$ cat src/rtl/axil_master_cmd.sv
// AXI4-Lite initiator: one user register command in, one AXI4-Lite transaction out, one response back.
// Optional watchdog recovery when AXIL_MASTER_TIMEOUT_EN is defined.
module axil_master_cmd #(
   parameter int ADDR_WIDTH     = 5,
   parameter int DATA_WIDTH     = 32,
   parameter int TIMEOUT_CYCLES = 1024
)(
   input  logic                    aclk,
   input  logic                    aresetn,
   // user command channel
   input  logic                    cmd_valid,
   output logic                    cmd_ready,
   input  logic                    cmd_write,
   input  logic [ADDR_WIDTH-1:0]   cmd_addr,
   input  logic [DATA_WIDTH-1:0]   cmd_wdata,
   input  logic [DATA_WIDTH/8-1:0] cmd_wstrb,
   // user response channel
   output logic                    resp_valid,
   input  logic                    resp_ready,
   output logic                    resp_write,
   output logic [DATA_WIDTH-1:0]   resp_rdata,
   output logic [1:0]              resp_resp,
   output logic                    resp_timeout,
   // AXI4-Lite write address
   output logic [ADDR_WIDTH-1:0]   awaddr,
   output logic [2:0]              awprot,
   output logic                    awvalid,
   input  logic                    awready,
   // AXI4-Lite write data
   output logic [DATA_WIDTH-1:0]   wdata,
   output logic [DATA_WIDTH/8-1:0] wstrb,
   output logic                    wvalid,
   input  logic                    wready,
   // AXI4-Lite write response
   input  logic [1:0]              bresp,
   input  logic                    bvalid,
   output logic                    bready,
   // AXI4-Lite read address
   output logic [ADDR_WIDTH-1:0]   araddr,
   output logic [2:0]              arprot,
   output logic                    arvalid,
   input  logic                    arready,
   // AXI4-Lite read data
   input  logic [DATA_WIDTH-1:0]   rdata,
   input  logic [1:0]              rresp,
   input  logic                    rvalid,
   output logic                    rready
);

   typedef enum logic [2:0] {IDLE, WR, WR_B, RD_A, RD_D, RESP} state_t;
   state_t state;

   if (DATA_WIDTH != 32 || TIMEOUT_CYCLES < 1) begin : g_cfg_err
      $error("axil_master_cmd: only DATA_WIDTH=32 and TIMEOUT_CYCLES>=1 are supported");
   end

   assign awprot = 3'b000;
   assign arprot = 3'b000;

   // A channel counts as done once its valid has dropped or is handshaking now.
   logic aw_done, w_done;
   assign aw_done = !awvalid || awready;
   assign w_done  = !wvalid  || wready;

`ifdef AXIL_MASTER_TIMEOUT_EN
   localparam logic [31:0] TMO_LAST = 32'(TIMEOUT_CYCLES - 1);
   logic [31:0] tmo_cnt;
   logic        busy;
   assign busy = (state == WR) || (state == WR_B) || (state == RD_A) || (state == RD_D);
`endif

   always_ff @(posedge aclk or negedge aresetn) begin
      if (!aresetn) begin
         state        <= IDLE;
         cmd_ready    <= 1'b1;
         awaddr       <= '0;
         awvalid      <= 1'b0;
         wdata        <= '0;
         wstrb        <= '0;
         wvalid       <= 1'b0;
         bready       <= 1'b0;
         araddr       <= '0;
         arvalid      <= 1'b0;
         rready       <= 1'b0;
         resp_valid   <= 1'b0;
         resp_write   <= 1'b0;
         resp_rdata   <= '0;
         resp_resp    <= 2'b00;
         resp_timeout <= 1'b0;
`ifdef AXIL_MASTER_TIMEOUT_EN
         tmo_cnt      <= '0;
`endif
      end else begin
         case (state)
            IDLE: begin
               if (cmd_valid) begin
                  cmd_ready  <= 1'b0;
                  resp_write <= cmd_write;
`ifdef AXIL_MASTER_TIMEOUT_EN
                  tmo_cnt    <= '0;
`endif
                  if (cmd_write) begin
                     awaddr  <= cmd_addr;
                     wdata   <= cmd_wdata;
                     wstrb   <= cmd_wstrb;
                     awvalid <= 1'b1;
                     wvalid  <= 1'b1;
                     state   <= WR;
                  end else begin
                     araddr  <= cmd_addr;
                     arvalid <= 1'b1;
                     state   <= RD_A;
                  end
               end
            end
            WR: begin
               if (awready) awvalid <= 1'b0;
               if (wready)  wvalid  <= 1'b0;
               if (aw_done && w_done) begin
                  bready <= 1'b1;
                  state  <= WR_B;
               end
            end
            WR_B: begin
               if (bvalid) begin
                  bready     <= 1'b0;
                  resp_resp  <= bresp;
                  resp_rdata <= '0;
                  resp_valid <= 1'b1;
                  state      <= RESP;
               end
            end
            RD_A: begin
               if (arready) begin
                  arvalid <= 1'b0;
                  rready  <= 1'b1;
                  state   <= RD_D;
               end
            end
            RD_D: begin
               if (rvalid) begin
                  rready     <= 1'b0;
                  resp_rdata <= rdata;
                  resp_resp  <= rresp;
                  resp_valid <= 1'b1;
                  state      <= RESP;
               end
            end
            RESP: begin
               if (resp_ready) begin
                  resp_valid   <= 1'b0;
                  resp_timeout <= 1'b0;
                  cmd_ready    <= 1'b1;
                  state        <= IDLE;
               end
            end
            default: state <= IDLE;
         endcase
`ifdef AXIL_MASTER_TIMEOUT_EN
         // Watchdog wins over any handshake in the same cycle and abandons the bus.
         if (busy) begin
            tmo_cnt <= tmo_cnt + 32'd1;
            if (tmo_cnt == TMO_LAST) begin
               awvalid      <= 1'b0;
               wvalid       <= 1'b0;
               bready       <= 1'b0;
               arvalid      <= 1'b0;
               rready       <= 1'b0;
               resp_valid   <= 1'b1;
               resp_resp    <= 2'b10;
               resp_rdata   <= '0;
               resp_timeout <= 1'b1;
               state        <= RESP;
            end
         end
`endif
      end
   end

endmodule

$ cat config.mk
export PLATFORM = sky130hd
export DESIGN_NAME = axil_master_cmd
export DESIGN_NICKNAME = d
export VERILOG_FILES = /design/src/rtl/axil_master_cmd.sv
export SDC_FILE = /design/constraint.sdc
export NUM_CORES = 1
export LEC_CHECK = 0
export BUFFER_PORTS_ARGS = -buffer_cell sky130_fd_sc_hd__buf_2
export CAP_MARGIN = 20
export CORE_ASPECT_RATIO = 0.7
export CORE_UTILIZATION = 45
export CTS_CLUSTER_SIZE = 25
export DETAILED_ROUTE_END_ITERATION = 6
export HOLD_SLACK_MARGIN = 0.02
export PLACE_DENSITY = 0.78
export SLEW_MARGIN = 10
export SYNTH_ARGS = -nofsm -noshare
export SYNTH_HDL_FRONTEND = slang
export SYNTH_SLANG_ARGS = --single-unit
export TNS_END_PERCENT = 10
$ cat constraint.sdc
create_clock -name aclk -period 2.4 [get_ports aclk]
set_clock_uncertainty 0.1 [all_clocks]
set_input_delay 0.36 -clock aclk [delete_from_list [all_inputs] [get_ports aclk]]
set_output_delay 0.36 -clock aclk [all_outputs]
set_load 0.01 [all_outputs]
==> results_dict.tcl <==
set metrics [dict create \
    outcome "complete, but fails checks" \
    violations "DRC" \
    irDropWorstVdd_uv 739 \
    coreArea_sq_mm 0.00801 \
    area_growth_pct 32.3 \
    slew_headroom_pct 61.8 \
    synth.top_cell.area_share_pct 59.3 \
    required_ns 2.52 \
    fin_crit_ns 2.03 \
    h-tree-depth 3 \
    syn_avg_cell_area_sq_um 15.0 \
    critPathLaunchType "flop" \
    netlist-cell-type-count 35 \
    worstSetupEndpointType "flop" \
    synthMuxAreaShare_pct 19.5 \
    grt_pass1_wl_um 13600 \
    cts-resized-gates 0 \
    ctsHoldBuffers 1 \
    die_w_um 112 \
    grt_pass1_vias 2623 \
    routed_via_density 5.12 \
    tns_ns 0 \
    max_freq_ghz 0.492 \
    leakagePower_uw 0.00274 \
    synth-async-reset-ratio_pct 100 \
    cts_setup_buffers 0 \
    rows 27 \
    synth_top_area_cell "dfrtp_1" \
    period_share_pct 84.6 \
    clockBufferDepth 2 \
    worstPathArrival_ns 2.15 \
    layout-drive-gt1-share_pct 58.1 \
    n_antenna_cell 0 \
    worst_slew_pin_slew_ns 0.572 \
    synthTopCellsByArea "dfrtp_1, mux2_4, a22o_1" \
    rsz0062_at_grt "false" \
    synth_xor_area_share_pct 0 \
    regArea_sq_mm 0.00228 \
    drv_slew 0 \
    synth-seq-cells 91 \
    initialDrtViolationCount 126 \
    multi_input_area_sq_mm 0.00137 \
    insertion_delay_ns 0.33 \
    setup_violations 0 \
    drv_cap 0 \
    post-route-util_pct 62.8 \
    grt_max_degree 49 \
    place_congestion 0.826 \
    whs_ns 0.113 \
    drc 14 \
    post_drt_wl_per_cell_um 16.1 \
    synth_area_sq_mm 0.00380 \
    track_usage_pct 19.8 \
    nets 515 \
    io_buffers 174 \
    cts_made_buffers 9 \
    die_h_um 78.9 \
    cts_tree "built" \
    synth_top_family_by_area "multiplexers" \
    path_clk_slew_ns 0.06 \
    finalWirelength_um 8560 \
    seq_area_frac_synth_pct 60.0 \
    ios 182 \
    synth-simple-area-share_pct 3.72 \
    syn_inst 253 \
    synth-edff-count 0 \
    root_buffer "clkbuf_16" \
    grt_overflow_total 0 \
    synth_warnings 0 \
    drt_first_pass_iters 6 \
    antenna_found_initial 0 \
    hold_viol 0 \
    dr_total_vias 2730 \
    hold_path.class "in -> reg" \
    hpwl_um 6000 \
    dieArea_sq_mm 0.00882 \
    yosys.area_share.adder_pct 0 \
    worstSetupPathType "reg -> reg" \
    fillCellCount 623 \
    synth_ff_type "dfrtp_1" \
    initial_core_util_pct 47.4 \
    ant_nets 0 \
    synth_compound_area_share_pct 12.0 \
    clock-sinks 91 \
    p_per_area_mw_per_mm2 1360 \
    critPathMaxFanout 17 \
]
==> cell families after synthesis <==
group | after synthesis
buffers and inverters | 29
flip-flops | 91
AND/OR/NAND/NOR | 20
multiplexers | 53
AO/OA/AOI/OAI | 59
other | 1
==> cells in the mapped netlist, types with 3 or more instances <==
master,n
a31oi_1,3
mux2i_1,3
o21ai_0,7
mux2_2,11
inv_1,6
a22o_1,32
dfrtp_1,90
buf_4,7
nand2_1,3
nand2b_1,3
nor2b_1,4
buf_2,6
clkbuf_1,4
a21oi_1,7
buf_6,5
mux2_4,39
==> where the power goes <==
part           internal, uW  switching (uW)  total, uW
combinational          1500            1220       2720
clock                   727             580       1310
sequential             2300             491       2790
total                  4530            2300       6830
==> cell usage in the layout, fill, tap and decap left out, drive strengths merged, types with 2 or more instances in the layout <==
cell type,count
clkinvlp,4
nand3b,2
nand3,2
mux2,50
o21ai,7
a31oi,3
a21o,2
buf,180
nand2,4
nor2b,4
inv,7
mux2i,3
nor3,2
clkbuf,10
a22o,32
a21oi,7
nand2b,3
dfrtp,90
conb,7
==> worst max-delay path, stage by stage, from the launching register on <==
cell and delay (ns):
dfrtp_1 0.58, nor4b_4 0.36, nor2b_1 0.48, mux2_2 0.40
==> per-stage QoR <==
stage	cell area, sq um	total power, uW	setup slack (ns)	instances
3_5_place_dp	4740	5530	0.385	517
6_report	5020	6830	0.369	533
5_1_grt	5020	7240	0.250	533
3_3_place_gp	4740	5450	0.471	517
2_1_floorplan	3820	4460	0.675	259
4_1_cts	5020	6900	0.361	533
==> worst paths after layout <==
path / slack (ns) / cells after the start / from / end
max: 0.37 / 3 / state[1] / araddr[1]
min: 0.11 / 2 / awready / awvalid
max reg2reg: 0.37 / 3 / state[1] / araddr[1]
min reg2reg: 0.40 / 1 / resp_resp[0] / resp_resp[0]
max in group asynchronous: 1.09 / 3 / aresetn / resp_rdata[29]
min in group asynchronous: 0.46 / 2 / aresetn / awaddr[0]
==> sequential cells by signal (all words and copies together) (netlist names) <==
name and count:
resp_rdata 32, wdata 32, araddr 5, awaddr 5, wstrb 4, state 3, resp_resp 2, arvalid 1
awvalid 1, bready 1, cmd_ready 1, resp_valid 1, resp_write 1, rready 1, wvalid 1
==> metal layers <==
layer,GRT usage [%],up-vias,part of all wire [%]
met5,0,-,0
met4,5.81,0,0.89
met3,5.88,9,7.1
met2,30.7,107,47
met1,27.1,1358,45
li1,-,1256,-
==> area by class of cell <==
| class | instances | share of cell area, % |
|---|---|---|
| inverter | 6 | 0.448 |
| timing repair buffer | 181 | 19.0 |
| clock inverter | 5 | 0.772 |
| tap | 101 | 2.51 |
| clock buffer | 10 | 4.76 |
| multi-input combinational | 139 | 27.2 |
| sequential | 91 | 45.3 |
(Power assumes the default switching activity.)
